### src/rtl/joltage_seq.sv
// joltage_seq: sequencer in front of one joltage core.
// Assembles LENGTH-digit lines from a one-digit-per-beat stream into a line buffer and
// drives the core's rst/start/data_valid handshake for each line. The next line refills
// while the core computes. At the end of a batch the totals and the line count are held
// on the res_* port until they are consumed.
// Ports:
//   clk, rst_n                      clock, async active-low reset
//   in_valid/in_ready/in_digit/in_last  digit stream (in_last tags the final digit of a batch)
//   core_rst/core_start/core_data_valid/core_line  core control and line buffer
//   core_done/core_j1/core_j2       core status and running totals
//   res_valid/res_ready/res_p1/res_p2/res_lines  batch result handshake
//   busy, err_timeout, err_digit    status and sticky errors
module joltage_seq #(
    parameter int unsigned LENGTH  = 100,
    parameter int unsigned TIMEOUT = LENGTH + 16,
    parameter int unsigned CNT_W   = 16
) (
    input  logic                   clk,
    input  logic                   rst_n,
    input  logic                   in_valid,
    output logic                   in_ready,
    input  logic [3:0]             in_digit,
    input  logic                   in_last,
    output logic                   core_rst,
    output logic                   core_start,
    output logic                   core_data_valid,
    output logic [LENGTH-1:0][3:0] core_line,
    input  logic                   core_done,
    input  logic [15:0]            core_j1,
    input  logic [63:0]            core_j2,
    output logic                   res_valid,
    input  logic                   res_ready,
    output logic [15:0]            res_p1,
    output logic [63:0]            res_p2,
    output logic [CNT_W-1:0]       res_lines,
    output logic                   busy,
    output logic                   err_timeout,
    output logic                   err_digit
);
    localparam int unsigned FILL_W = (LENGTH > 1) ? $clog2(LENGTH) : 1;
    localparam int unsigned TMO_W  = (TIMEOUT > 1) ? $clog2(TIMEOUT) : 1;

    typedef enum logic [2:0] {
        CRST   = 3'd0,
        FILL   = 3'd1,
        START  = 3'd2,
        LOAD   = 3'd3,
        WAIT   = 3'd4,
        REPORT = 3'd5,
        ERROR  = 3'd6
    } state_t;

    state_t                  state_q, state_n;
    logic [FILL_W-1:0]       fill_cnt_q, fill_cnt_n;
    logic                    line_full_q, line_full_n;
    logic                    last_tag_q, last_tag_n;
    logic                    lt_q, lt_n;
    logic [TMO_W-1:0]        tmo_q, tmo_n;
    logic                    accept_c, line_done_c;

    logic                    in_ready_n, core_rst_n, core_start_n, core_dv_n;
    logic [LENGTH-1:0][3:0]  core_line_n;
    logic                    res_valid_n, busy_n, err_timeout_n, err_digit_n;
    logic [15:0]             res_p1_n;
    logic [63:0]             res_p2_n;
    logic [CNT_W-1:0]        res_lines_n;

    assign accept_c    = in_valid && in_ready;
    assign line_done_c = accept_c && (fill_cnt_q == FILL_W'(LENGTH - 1));

    // Fill path, FSM next state, and next values of every registered output.
    always_comb begin
        state_n       = state_q;
        fill_cnt_n    = fill_cnt_q;
        line_full_n   = line_full_q;
        last_tag_n    = last_tag_q;
        lt_n          = lt_q;
        tmo_n         = tmo_q;
        core_line_n   = core_line;
        res_p1_n      = res_p1;
        res_p2_n      = res_p2;
        res_lines_n   = res_lines;
        err_timeout_n = err_timeout;
        err_digit_n   = err_digit;

        if (accept_c) begin
            core_line_n[fill_cnt_q] = in_digit;
            if (in_digit > 4'd9) begin
                err_digit_n = 1'b1;
            end
            if (line_done_c) begin
                line_full_n = 1'b1;
                last_tag_n  = in_last;
                fill_cnt_n  = '0;
            end else begin
                fill_cnt_n = fill_cnt_q + FILL_W'(1);
            end
        end

        case (state_q)
            CRST: begin
                res_lines_n = '0;
                state_n     = FILL;
            end
            // The completing digit itself triggers START so start follows it by one cycle.
            FILL: begin
                if (line_full_q || line_done_c) begin
                    state_n = START;
                end
            end
            START: begin
                state_n = LOAD;
            end
            // Core latches the buffer on this edge, so the buffer is free for refill.
            LOAD: begin
                line_full_n = 1'b0;
                lt_n        = last_tag_q;
                res_lines_n = res_lines + CNT_W'(1);
                tmo_n       = '0;
                state_n     = WAIT;
            end
            WAIT: begin
                tmo_n = tmo_q + TMO_W'(1);
                if (core_done) begin
                    if (lt_q) begin
                        res_p1_n = core_j1;
                        res_p2_n = core_j2;
                        state_n  = REPORT;
                    end else begin
                        state_n = line_full_q ? START : FILL;
                    end
                end else if (tmo_q == TMO_W'(TIMEOUT - 1)) begin
                    err_timeout_n = 1'b1;
                    state_n       = ERROR;
                end
            end
            REPORT: begin
                if (res_ready) begin
                    last_tag_n = 1'b0;
                    state_n    = CRST;
                end
            end
            ERROR: begin
                state_n = ERROR;
            end
            default: begin
                state_n = CRST;
            end
        endcase

        // Moore outputs decoded from the next state so they register with no extra latency.
        core_rst_n   = (state_n == CRST) || (state_n == ERROR);
        core_start_n = (state_n == START);
        core_dv_n    = (state_n == LOAD);
        res_valid_n  = (state_n == REPORT);
        in_ready_n   = !line_full_n && !last_tag_n && (state_n != ERROR);
        busy_n       = !((state_n == FILL) && (fill_cnt_n == '0) && !line_full_n);
    end

    // State and output registers.
    always_ff @(posedge clk or negedge rst_n) begin
        if (!rst_n) begin
            state_q         <= CRST;
            fill_cnt_q      <= '0;
            line_full_q     <= 1'b0;
            last_tag_q      <= 1'b0;
            lt_q            <= 1'b0;
            tmo_q           <= '0;
            in_ready        <= 1'b1;
            core_rst        <= 1'b1;
            core_start      <= 1'b0;
            core_data_valid <= 1'b0;
            core_line       <= '0;
            res_valid       <= 1'b0;
            res_p1          <= '0;
            res_p2          <= '0;
            res_lines       <= '0;
            busy            <= 1'b1;
            err_timeout     <= 1'b0;
            err_digit       <= 1'b0;
        end else begin
            state_q         <= state_n;
            fill_cnt_q      <= fill_cnt_n;
            line_full_q     <= line_full_n;
            last_tag_q      <= last_tag_n;
            lt_q            <= lt_n;
            tmo_q           <= tmo_n;
            in_ready        <= in_ready_n;
            core_rst        <= core_rst_n;
            core_start      <= core_start_n;
            core_data_valid <= core_dv_n;
            core_line       <= core_line_n;
            res_valid       <= res_valid_n;
            res_p1          <= res_p1_n;
            res_p2          <= res_p2_n;
            res_lines       <= res_lines_n;
            busy            <= busy_n;
            err_timeout     <= err_timeout_n;
            err_digit       <= err_digit_n;
        end
    end

endmodule

### config.mk
export PLATFORM = sky130hd
export DESIGN_NAME = joltage_seq
export DESIGN_NICKNAME = d
export VERILOG_FILES = /design/src/rtl/joltage_seq.sv
export SDC_FILE = /design/constraint.sdc
export NUM_CORES = 1
export LEC_CHECK = 0
export BUFFER_PORTS_ARGS = -buffer_cell sky130_fd_sc_hd__buf_4
export CAP_MARGIN = 20
export CORE_ASPECT_RATIO = 1.75
export CORE_MARGIN = 5
export CORE_UTILIZATION = 35
export DETAILED_ROUTE_END_ITERATION = 6
export MAX_ROUTING_LAYER = met4
export REMOVE_ABC_BUFFERS = 1
export SYNTH_ARGS = -nofsm -noshare
export SYNTH_HDL_FRONTEND = slang
export SYNTH_SLANG_ARGS = --single-unit
### constraint.sdc
create_clock -name clk -period 4.4 [get_ports clk]
set_clock_uncertainty 0.1 [all_clocks]
set_input_delay 0.22 -clock clk [delete_from_list [all_inputs] [get_ports clk]]
set_output_delay 0.22 -clock clk [all_outputs]
set_load 0.02 [all_outputs]
=== After elaboration in Yosys (flattened, before gate mapping) ===
Index checks and enable logic that the tools add are counted.

* Bits in registers: 524
* Bits of input ports: 90
* Output and inout port bits: 504
* Logic and storage cells: 179

* Add/sub/neg operators: 3
* $lt $le $gt $ge: 3
* Eq/ne operators: 14
* Muxes and demuxes: 21
* Bitwise operators: 1
* Reductions and logical operators: 20

{| class="wikitable"
|+ Operators with widths
! operator !! number
|-
| $bwmux W400 || 1
|-
| $pmux W16 S2 || 1
|-
| $demux W4 S7 || 1
|-
| $pmux W3 S7 || 1
|-
| $add A16 B1 Y16 const B || 1
|-
| $eq A3 B3 Y1 const B || 5
|-
| $mux W3 || 5
|-
| $add A7 B1 Y7 const B || 2
|-
| $eq A7 B7 Y1 const B || 2
|-
| $mux W7 || 2
|-
| $pmux W7 S2 || 1
|-
| $eq A3 B2 Y1 const B || 4
|-
| $lt A7 B8 Y1 const B || 1
|-
| $ge A7 B1 Y1 const B || 1
|-
| $logic_and A1 B1 Y1 || 7
|-
| $logic_not A7 Y1 || 1
|-
| $mux W1 || 7
|-
| $eq A3 B1 Y1 const B || 2
|-
| $logic_not A3 Y1 || 2
|-
| $reduce_and A3 Y1 || 2
|-
| $gt A4 B4 Y1 const B || 1
|-
| $mux W4 || 1
|-
| $reduce_bool A2 Y1 || 2
|-
| $logic_not A1 Y1 || 3
|-
| 5 further kinds || 6
|}

=== Logic depth before layout (Yosys ltp) ===
* Depth in word-level cells: 9
* Gate-level depth with buffers: 7
* Mapped depth without buffers: 6

=== Worst setup path after synthesis ===
Ideal clock, no wire load.

* Kind: reg2reg
* Start: register in_ready
* End: register core_line[376] (netlist name)
* Library setup time: 0.125 ns
* Arrival: 1.852 ns
* Required time: 4.175 ns
* Slack: 2.323 ns
* Cell stages (with the launch flop): 7
* Buffers on the path: 1
* Clock period less this slack: 2.077 ns
* Path through: dfstp_2 > nand2_1 > nor2_1 > nand3_1 > buf_2 > nor2_2 > mux2_2

* Longest elaborated chain between the ends: 1

{| class="wikitable"
|+ RTL lines
! element !! RTL line !! RTL
|-
| from (decl) || 21 || <nowiki>output logic in_ready,</nowiki>
|-
| from (signal assigned) || 188 || <nowiki>in_ready <= in_ready_n;</nowiki>
|-
| $logic_and A1 B1 Y1 || 68 || <nowiki>assign accept_c = in_valid && in_ready;</nowiki>
|-
| to (signal assigned) || 192 || <nowiki>core_line <= core_line_n;</nowiki>
|-
| to (decl) || 27 || <nowiki>output logic [LENGTH-1:0][3:0] core_line,</nowiki>
|}

No other way between the ends.
A chain may end at the register's enable or synchronous reset.

=== Worst setup path in the final report ===
* Start: register fill_cnt_q[6]
* End: register in_ready

* Longest elaborated chain between the ends: 9
* Elaborated cells on any way between the ends: 17
* Those cells by class: eq/ne: 2; mux: 9; reduce/logical: 6

{| class="wikitable"
|+ RTL lines
! element !! RTL line !! RTL
|-
| from (decl) || 54 || <nowiki>logic [FILL_W-1:0] fill_cnt_q, fill_cnt_n;</nowiki>
|-
| from (signal assigned) || 183 || <nowiki>fill_cnt_q <= fill_cnt_n;</nowiki>
|-
| $eq A7 B7 Y1 (*) || 69 || <nowiki>assign line_done_c = accept_c && (fill_cnt_q == FILL_W'(LENGTH - 1));</nowiki>
|-
| $logic_and A1 B1 Y1 (*) || 69 ||
|-
| $mux W1 (*) || 91 || <nowiki>if (line_done_c) begin</nowiki>
|-
| $mux W1 (*) || 86 || <nowiki>if (accept_c) begin</nowiki>
|-
| $mux W1 || 138 || <nowiki>if (res_ready) begin</nowiki>
|-
| $mux W1 (*) || 100 || <nowiki>case (state_q)</nowiki>
|-
| named net last_tag_n || 56 || <nowiki>logic last_tag_q, last_tag_n;</nowiki>
|-
| $logic_not A1 Y1 (*) || 156 || <nowiki>in_ready_n = !line_full_n && !last_tag_n && (state_n != ERROR);</nowiki>
|-
| $logic_and A1 B1 Y1 (*) (2 in series) || 156 ||
|-
| named net in_ready_n || 61 || <nowiki>logic in_ready_n, core_rst_n, core_start_n, core_dv_n;</nowiki>
|}

Mark *: on every way through the listed nets, which the timed path passes. The rest lies on a longest branch.

==> results by group <==
Clock tree
  • Clock Latency Late Sink: 0.58 ns
  • TritonCTS buffer count: between 40 and 50
  • H-tree depth: 2
  • Worst-path clk slew: 0.07 ns
  • Cts repair resizes: 0
  • Root Buffer: clkbuf_16
  • CTS tree: done
  • Sink Count: between 500 and 600
  • CTS max path bufs: 3

Placement
  • I/O Buffers: slightly below 600
  • GPL Wtd Cong: slightly above 0.8
  • Placed Instances: around 2700
  • Post-DP HPWL: 48.78 mm

Synth
  • Seq/Total Area, Yosys: 63.61%
  • Synth cell types: 56
  • YS warnings: 0
  • Mapped Cells: between 1000 and 1500
  • Async SR Flop Fraction: 100.0%
  • Synthesized flop and latch total: 524
  • Mapped cell area: between 0.02 and 0.025 mm²
  • Syn Area/Cell: ~15 µm²
  • Main synth FF type: dfrtp_1
  • Number of synthesized flops with an enable pin: 0

Die
  • Die height: about 330 µm
  • Core Area: between 0.05 and 0.06 mm²
  • Io pins: slightly below 600
  • Die W: a little under 200 µm
  • Rows: roughly 120
  • Starting Density: 35.39%
  • Die area: between 0.06 and 0.07 mm²

Timing
  • Tmin final: a little under 3 ns
  • Worst-Margin Slew: approximately 1.1 ns
  • Tcrit/Tclk final: about two thirds
  • Setup TNS: 0 ns
  • Hold Fails Final Rpt: 0
  • Max_slew headroom: 26.04%
  • Slew Viols, Final: 0
  • RSZ-0062 raised after global routing: no
  • Max Freq: about 0.34 GHz
  • Endpoints failing setup: 0

GRT
  • Overflow left after global routing: 0
  • Global Route Usage Sum: between 20% and 30%
  • First-pass GRT wire length: 100.3 mm
  • Initial antenna violation count: 1
  • Vias in the first global route: 15550
  • Pin count of the biggest net entering global routing: about 120

Critical path
  • Critical Setup Path Class: register to register
  • CP Capture Type: register
  • Crit path max fanout: 14
  • Worst Setup Start Kind: register
  • Arrival @ worst endpoint: roughly 3.3 ns
  • Worst EP required: about 4.8 ns

Layout
  • Share of layout cells above drive strength 1: between 50% and 60%
  • Nets@finish: 2174
  • Final non-filler cell total: 2894
  • Area Overhead vs Synth: 37.67%

Power and ir drop
  • Power Density: about 460 mW/mm²
  • Pleak: 14.63 nW
  • Worst IR drop on VDD: about 0.00031 V

Drt
  • Avg Vias per Cell: approximately 4.9
  • Final WL: around 68 mm
  • Initial drt markers: slightly below 500
  • DR WL/cell: about 23 µm
  • Remaining DRCs: 0
  • Routed Antenna Nets: 0
  • Drt pass-1 iters: 4
  • Vias: around 14000

Run status
  • Outcome: finished clean

Min path
  • Min-delay worst type: input pin to asynchronous set/reset pin

Flow run
  • Max-cap violations: 0
report_power, final:
part,switching (mW),internal (mW)
clock,1.84,2.47
sequential,0.402,5.39
combinational,1.78,1.31
total,4.03,9.16
routing by layer:
| layer | track usage (%) | vias to the layer above | routed length (µm) |
|---|---|---|---|
| li1 | - | 6298 | - |
| met1 | 23.00 | 7295 | 25050 |
| met2 | 36.47 | 561 | 34740 |
| met3 | 5.165 | 119 | 4583 |
| met4 | 8.780 | 0 | 3203 |
| met5 | - | - | 0 |
worst max-delay path, stage by stage, from the launching register on:
cell	delay, ns
dfrtp_1	0.60
nand4bb_1	0.53
nor2_1	0.47
mux2i_1	0.24
a31oi_1	0.05
dlygate4sd3_1	0.60
a211oi_1	0.25
Yosys cell counts, types with 3 or more instances:
master	count	area share [%]
dfrtp_1	521	63
mux2_2	478	26
nor2_1	73	1.3
nand2_1	60	1.1
clkbuf_1	55	1.0
o21ai_0	34	0.83
nor2_2	30	0.91
buf_2	20	0.49
nand3_1	19	0.46
nor3_1	10	0.24
nor2b_1	9	0.27
nand4_1	8	0.24
a31oi_1	7	0.21
nand2b_1	6	0.18
a21oi_1	5	0.12
and3_1	5	0.15
inv_1	5	0.091
xnor2_1	5	0.21
nor3b_1	4	0.15
o31ai_1	4	0.15
a22o_1	3	0.13
dfstp_2	3	0.38
ha_1	3	0.18
mux2i_1	3	0.15
nor4_1	3	0.091
or3_1	3	0.091
cell type report:
class,instances,area [µm²]
tap,773,967.2
antenna,1,2.502
clock buffer,67,1364
inverter,5,18.77
sequential,524,13120
clock inverter,22,256.5
timing repair buffer,697,5490
multi-input combinational,805,7174
fill,5182,29870
state kept, by name, indices dropped and copies added, names as in the netlist, 3 cells and up:
signal      count
core_line     400
fill_cnt_q      7
res_lines      16
res_p1         16
res_p2         64
state_q         3
tmo_q           7
cell usage in the layout (no fill, tap or decap), drive strengths merged, types with 2 or more instances in the layout:
master       Yosys  routed
nor3            11      11
or3              3       3
o31ai            4       4
nand2           60      60
a22o             3       3
mux2           480     480
buf             23     612
xnor2            5       5
inv              5       7
o21ai           34      34
clkinvlp         0       4
ha               3       3
dfrtp          521     521
dfstp            3       3
dlygate4sd3      0      85
clkinv           0      11
nand4            8       8
a31oi            7       7
nor2           103     103
a21oi            5       5
nor3b            5       5
nor4             4       4
nand2b           6       6
and2b            2       2
o211ai           3       3
a211oi           2       2
mux2i            3       3
nor2b            9       9
and3             5       5
clkbuf          55      67
bufinv           0       5
o21bai           2       2
nand3           20      20
cells by family (layout without fill, tap and decap cells):
logic type,count (synthesis),in the layout,share of synthesized area (%)
other,0,1,0
AOI/OAI and AO/OA,70,70,2.142
adders and majority gates,3,3,0.1820
muxes,483,483,26.36
xor gates and xnor gates,6,6,0.2548
DFF,524,524,63.61
and+or+nand+nor,243,243,5.807
buffers and inverters,83,791,1.650
stage by stage:
stage | area, µm² | worst slack [ns] | utilization, % | hold WS, ns | power (mW)
3_5_place_dp | 25920 | 1.453 | 44.48 | 0.2113 | 8.970
4_1_cts | 28390 | 1.388 | 48.72 | 0.1827 | 13.40
6_report | 28390 | 1.438 | 48.73 | 0.1415 | 13.19
2_1_floorplan | 20300 | 0.9217 | - | -0.1756 | 7.220
5_1_grt | 28390 | 1.139 | 48.73 | 0.2169 | 13.73
3_3_place_gp | 25920 | 1.479 | 44.48 | 0.2077 | 8.907
worst paths after layout:
| kind | startpoint | to | slack [ns] | depth (start not counted) |
|---|---|---|---|---|
| worst max-delay path | fill_cnt_q[6]$_DFF_PN0_ | in_ready$_DFF_PN1_ | 1.44 | 6 |
| worst max register to register | fill_cnt_q[6]$_DFF_PN0_ | in_ready$_DFF_PN1_ | 1.44 | 6 |
| worst min-delay path | rst_n | res_lines[9]$_DFFE_PN0P_ | 0.14 | 2 |
| worst min register to register | last_tag_q$_DFF_PN0_ | lt_q$_DFFE_PN0P_ | 0.38 | 2 |
| max in group asynchronous | rst_n | core_line[43]$_DFFE_PN0P_ | 2.81 | 3 |
| min in group clk | in_digit[1] | core_line[385]$_DFFE_PN0P_ | 0.27 | 2 |
what timing repair did:
action,in CTS,in global routing
hold buffers,85,0
setup buffers,0,0
endpoints found under the setup margin,0,0
endpoints found under the hold margin,171,0
(Power assumes the default switching activity.)
